**src/rtl/jtframe_dwnld_pkg.sv**
```systemverilog
// jtframe_dwnld_pkg: shared FIFO entry layout, issue FSM states and the disabled-region marker
package jtframe_dwnld_pkg;
  localparam logic [24:0] REGION_OFF = '1;
  typedef enum logic [1:0] {ST_IDLE, ST_WAIT, ST_PROM} state_t;
  typedef struct packed {
    logic        is_prom;
    logic [1:0]  ba;
    logic [24:0] addr;
    logic [7:0]  data;
    logic [1:0]  mask;
  } entry_t;
  localparam int ENTRY_W = $bits(entry_t);
endpackage

```
**src/rtl/jtframe_dwnld_fifo.sv**
```systemverilog
// jtframe_dwnld_fifo: synchronous FIFO (push/din in, pop/dout out, full/empty flags), push accepted when full if popping in the same cycle
module jtframe_dwnld_fifo #(
  parameter int DEPTH = 4,
  parameter int WIDTH = 8
) (
  input  logic             clk,
  input  logic             rst_n,
  input  logic             push,
  input  logic             pop,
  input  logic [WIDTH-1:0] din,
  output logic [WIDTH-1:0] dout,
  output logic             full,
  output logic             empty
);
  localparam int PW = $clog2(DEPTH);
  logic [WIDTH-1:0] mem [DEPTH];
  logic [PW-1:0] wr_ptr, rd_ptr;
  logic [PW:0] cnt;
  logic wr_en, rd_en;
  assign rd_en = pop && !empty;
  assign wr_en = push && (!full || rd_en);
  assign full  = cnt == (PW+1)'(DEPTH);
  assign empty = cnt == '0;
  assign dout  = mem[rd_ptr];
  always_ff @(posedge clk or negedge rst_n)
    if (!rst_n) begin
      wr_ptr <= '0;
      rd_ptr <= '0;
      cnt    <= '0;
    end else begin
      if (wr_en) wr_ptr <= wr_ptr + 1'b1;
      if (rd_en) rd_ptr <= rd_ptr + 1'b1;
      cnt <= cnt + (PW+1)'(wr_en) - (PW+1)'(rd_en);
    end
  always_ff @(posedge clk)
    if (wr_en) mem[wr_ptr] <= din;
endmodule

```
**src/rtl/jtframe_dwnld_banks.sv**
```systemverilog
// jtframe_dwnld_banks: ioctl byte stream to 16-bit multi-bank SDRAM write requests plus PROM strobes
// ports: ioctl_* stream in; prog_* SDRAM request out (prog_we held until sdram_ack); prom_we one-cycle PROM strobe; fifo_ovf sticky drop flag; dwnld_done drain pulse
module jtframe_dwnld_banks import jtframe_dwnld_pkg::*; #(
  parameter int          AW         = 22,
  parameter logic [24:0] BA1_START  = REGION_OFF,
  parameter logic [24:0] BA2_START  = REGION_OFF,
  parameter logic [24:0] BA3_START  = REGION_OFF,
  parameter logic [24:0] PROM_START = REGION_OFF,
  parameter bit          SWAB       = 1'b0,
  parameter int          FIFO_DEPTH = 4
) (
  input  logic          clk,
  input  logic          rst_n,
  input  logic          downloading,
  input  logic [24:0]   ioctl_addr,
  input  logic [7:0]    ioctl_data,
  input  logic          ioctl_wr,
  output logic [AW-1:0] prog_addr,
  output logic [15:0]   prog_data,
  output logic [1:0]    prog_mask,
  output logic [1:0]    prog_ba,
  output logic          prog_we,
  output logic          prom_we,
  input  logic          sdram_ack,
  output logic          fifo_ovf,
  output logic          dwnld_done
);
  logic push, pop, full, empty, dl_q, armed, is_prom;
  logic [1:0] ba;
  logic [24:0] start, off;
  entry_t din, head;
  state_t state, next;
  logic unused_bits;
  assign is_prom = PROM_START != REGION_OFF && ioctl_addr >= PROM_START;
  assign ba = BA3_START != REGION_OFF && ioctl_addr >= BA3_START ? 2'd3 :
              BA2_START != REGION_OFF && ioctl_addr >= BA2_START ? 2'd2 :
              BA1_START != REGION_OFF && ioctl_addr >= BA1_START ? 2'd1 : 2'd0;
  assign start = is_prom ? PROM_START : ba == 2'd3 ? BA3_START : ba == 2'd2 ? BA2_START :
                 ba == 2'd1 ? BA1_START : '0;
  assign off  = ioctl_addr - start;
  assign push = ioctl_wr && downloading;
  // PROM entries keep the byte offset, SDRAM entries the word offset
  assign din = '{is_prom, ba, is_prom ? off : {1'b0, off[24:1]}, ioctl_data,
                 (off[0] ^ SWAB) ? 2'b10 : 2'b01};
  assign unused_bits = ^head.addr[24:AW];
  jtframe_dwnld_fifo #(.DEPTH(FIFO_DEPTH), .WIDTH(ENTRY_W)) u_fifo (
    .clk(clk), .rst_n(rst_n), .push(push), .pop(pop), .din(din),
    .dout(head), .full(full), .empty(empty)
  );
  always_comb begin
    pop  = state == ST_IDLE && !empty;
    next = pop ? (head.is_prom ? ST_PROM : ST_WAIT) :
           state == ST_PROM ? ST_IDLE :
           state == ST_WAIT && sdram_ack ? ST_IDLE : state;
  end
  assign prog_we    = state == ST_WAIT;
  assign prom_we    = state == ST_PROM;
  assign dwnld_done = armed && !downloading && empty && state == ST_IDLE;
  always_ff @(posedge clk or negedge rst_n)
    if (!rst_n) begin
      state     <= ST_IDLE;
      dl_q      <= 1'b0;
      armed     <= 1'b0;
      fifo_ovf  <= 1'b0;
      prog_addr <= '0;
      prog_data <= '0;
      prog_mask <= 2'b11;
      prog_ba   <= '0;
    end else begin
      state    <= next;
      dl_q     <= downloading;
      armed    <= downloading || (armed && !dwnld_done);
      fifo_ovf <= (fifo_ovf && !(downloading && !dl_q)) || (push && full && !pop);
      if (pop) begin
        prog_addr <= head.addr[AW-1:0];
        prog_data <= {2{head.data}};
        prog_mask <= head.mask;
        prog_ba   <= head.ba;
      end
    end
endmodule

```
**config.mk**
```make
export PLATFORM = sky130hd
export DESIGN_NAME = jtframe_dwnld_banks
export DESIGN_NICKNAME = d
export VERILOG_FILES = /design/src/rtl/jtframe_dwnld_pkg.sv /design/src/rtl/jtframe_dwnld_fifo.sv /design/src/rtl/jtframe_dwnld_banks.sv
export SDC_FILE = /design/constraint.sdc
export NUM_CORES = 1
export LEC_CHECK = 0
export BUFFER_PORTS_ARGS = -buffer_cell sky130_fd_sc_hd__buf_2
export CORE_MARGIN = 8
export CORE_UTILIZATION = 33
export DETAILED_ROUTE_END_ITERATION = 8
export PLACE_DENSITY = 0.46
export SLEW_MARGIN = 20
export SYNTH_ARGS = -nofsm -noshare
export SYNTH_HDL_FRONTEND = slang
export SYNTH_HIERARCHICAL = 1
export SYNTH_SLANG_ARGS = --single-unit
```
**constraint.sdc**
```tcl
create_clock -name clk -period 5 [get_ports clk]
set_clock_uncertainty 0.2 [all_clocks]
set_input_delay 1 -clock clk [delete_from_list [all_inputs] [get_ports clk]]
set_output_delay 1 -clock clk [all_outputs]
set_load 0.05 [all_outputs]
```
==> out/qor.yml <==
drt:
  dr.first_iter.drc_count: 126
  totalWireLength_um: 13800
  avgRoutedWirePerCell_um: 19.6
  drcViolationCount: 0
  drtAntennaViolNets: 0
  drt_first_pass_iters: 4
  viasPerCell: 4.56
  vias: 3216
finish:
  layout-drive-gt1-share_pct: 39.4
  antennaDiodeCount: 0
  final_util_pct: 39.4
  nNetsFinal: 462
  syn2layout_area_growth_pct: 17.2
sta:
  finalHoldViolations: 0
  tightest_slew_ns: 1.06
  setup_violations: 0
  fmax_mhz: 311
  rsz0062_at_grt: "no"
  hold_slack_ns: 0.286
  fin_crit_sh_pct: 64.2
  report.final.slew_viol_count: 0
  period_needed_ns: 3.21
  tns_ns: 0
  slew_headroom_pct: 29.3
critical_path:
  critPathKind: "reg -> out"
  worstSetupEndpointType: "output port"
  worstPathRequired_ns: 3.80
  critPathBufInv: 1
  cp_slowest_stage_delay_ns: 0.62
  crit_chain: "nor3_1 -> and3_1 -> buf_2"
  worst_path_max_delay_cell: "nor3_1"
  critPathMaxFanout: 5
  cp-start-kind: "flip-flop"
  arrival_ns: 2.01
  critPathTopFamily: "simple AND/OR/NAND/NOR gates"
power_and_ir_drop:
  p_leak_nw: 3.00
  power_frac_seq_pct: 42.7
  combPwrFrac_pct: 34.5
  swShare_pct: 37.5
  switchingPower_mw: 2.01
  powerDensity_nw_per_um2: 646
  clkPwrFrac_pct: 22.7
  ir_drop_mv: 0.447
  p_int_mw: 3.35
synthesis:
  synthCells: 323
  synth.avg_cell_area_um2: 21.9
  syn-cell-area_um2: 7070
  ys_warn_count: 6
clock_tree:
  cts.repair.resized: 0
  postCtsSetupBuffers: 0
  cts.sinks: 186
  cts_tree: "built"
  clk_latency_ns: 0.42
  cts-root-buf: "clkbuf_16"
  cts_max_path_buffers: 2
  cts-htree-levels: 4
  clkTransAtPathRegs_ns: 0.07
  cts_buffers: 17
  cts_hold_buf: 0
global_routing:
  grt_util_all_layers_pct: 11.2
  first_global_vias: 3629
  grt.overflow.total: 0
  antenna_found_initial: 2
  grt_pass1_wl_um: 21600
  grt_max_degree: 47
run_status:
  outcome: "complete, no violations"
placed_design:
  gp_congestion: 0.651
  port_buffers: 81
  dp_hpwl_um: 7940
floorplan:
  fp.dieH_um: 162
  rows: 53
  coreArea_um2: 21000
  start_util_pct: 33.7
  dieArea_um2: 26400
  io_pins: 84
  die_w_um: 162
min_path:
  hp-class: "reg -> reg"
job:
  drv_cap: 0
metrics by stage:
step	std cells	cell area, µm²	setup WS [ns]	power (mW)
floorplan	334	7120	2.09	3.80
global route	706	8290	1.59	5.66
finish	706	8290	1.79	5.36
detailed placement	673	7740	1.70	4.23
global placement	673	7740	1.74	4.20
CTS	705	8270	1.75	5.46
power by group through the flow:
stage	Clock (mW)	Combinational, mW	Sequential, mW
detailed placement	0	1.89	2.34
global placement	0	1.87	2.32
CTS	1.26	1.89	2.31
finish	1.22	1.85	2.29
global route	1.32	1.98	2.35
floorplan	0	1.15	2.66
path summary, 6_finish.rpt:
path	cells past startpoint	to	slack [ns]	startpoint
setup / recovery	3	dwnld_done	1.79	u_fifo/cnt[1]$_DFF_PN0_
hold / removal	1	prog_addr[20]$_DFFE_PN0N_	0.29	prog_addr[20]$_DFFE_PN0N_
setup reg to reg	7	u_fifo/mem[2][25]$_DFFE_PP_	1.86	u_fifo/cnt[0]$_DFF_PN0_
hold reg to reg	1	prog_addr[20]$_DFFE_PN0N_	0.29	prog_addr[20]$_DFFE_PN0N_
max in group asynchronous	2	u_fifo/rd_ptr[0]$_DFFE_PN0N_	3.55	rst_n
min in group asynchronous	2	prog_data[14]$_DFFE_PN0N_	0.51	rst_n
sequential cells by signal, indices dropped and copies added (netlist names), 3 cells and up:
name,flops
u_fifo/cnt,3
u_fifo/mem,140
prog_addr,22
prog_data,8
worst reg2reg max path: cells and delay by family, from the launching register on:
kind	cells	cell delay [ns]
AO/OA/AOI/OAI	1	0.31
buffers and inverters	3	0.78
flip-flops	1	0.47
AND/OR/NAND/NOR	3	1.06
cell usage in the layout (no fill, tap or decap), types with 4 or more instances in the layout:
cell type and n:
mux2_1 28, and2_2 4, xnor2_1 4, clkbuf_16 17, mux2_2 6, dfrtp_1 42, inv_1 6, mux4_2 35
buf_2 81, clkinv_2 4, conb_1 12, ha_1 5, edfxtp_1 140, buf_4 5
per-layer routing:
metal | global-route usage, % | up-vias | part of all wire (%)
met3 | 3.56 | 17 | 5.3
met2 | 18.2 | 70 | 50
met1 | 13.6 | 1678 | 43
met5 | 0 | - | 0.16
li1 | - | 1447 | -
met4 | 4.17 | 4 | 1.4
final cells by class:
class | count | area (µm²)
Fill cell | 1903 | 12700
Sequential cell | 186 | 5360
Multi-Input combinational cell | 120 | 1570
Timing Repair Buffer | 87 | 463
Clock buffer | 21 | 460
Tap cell | 275 | 344
Clock inverter | 11 | 72.6
Inverter | 6 | 22.5
Power figures use the tool's default switching activity.
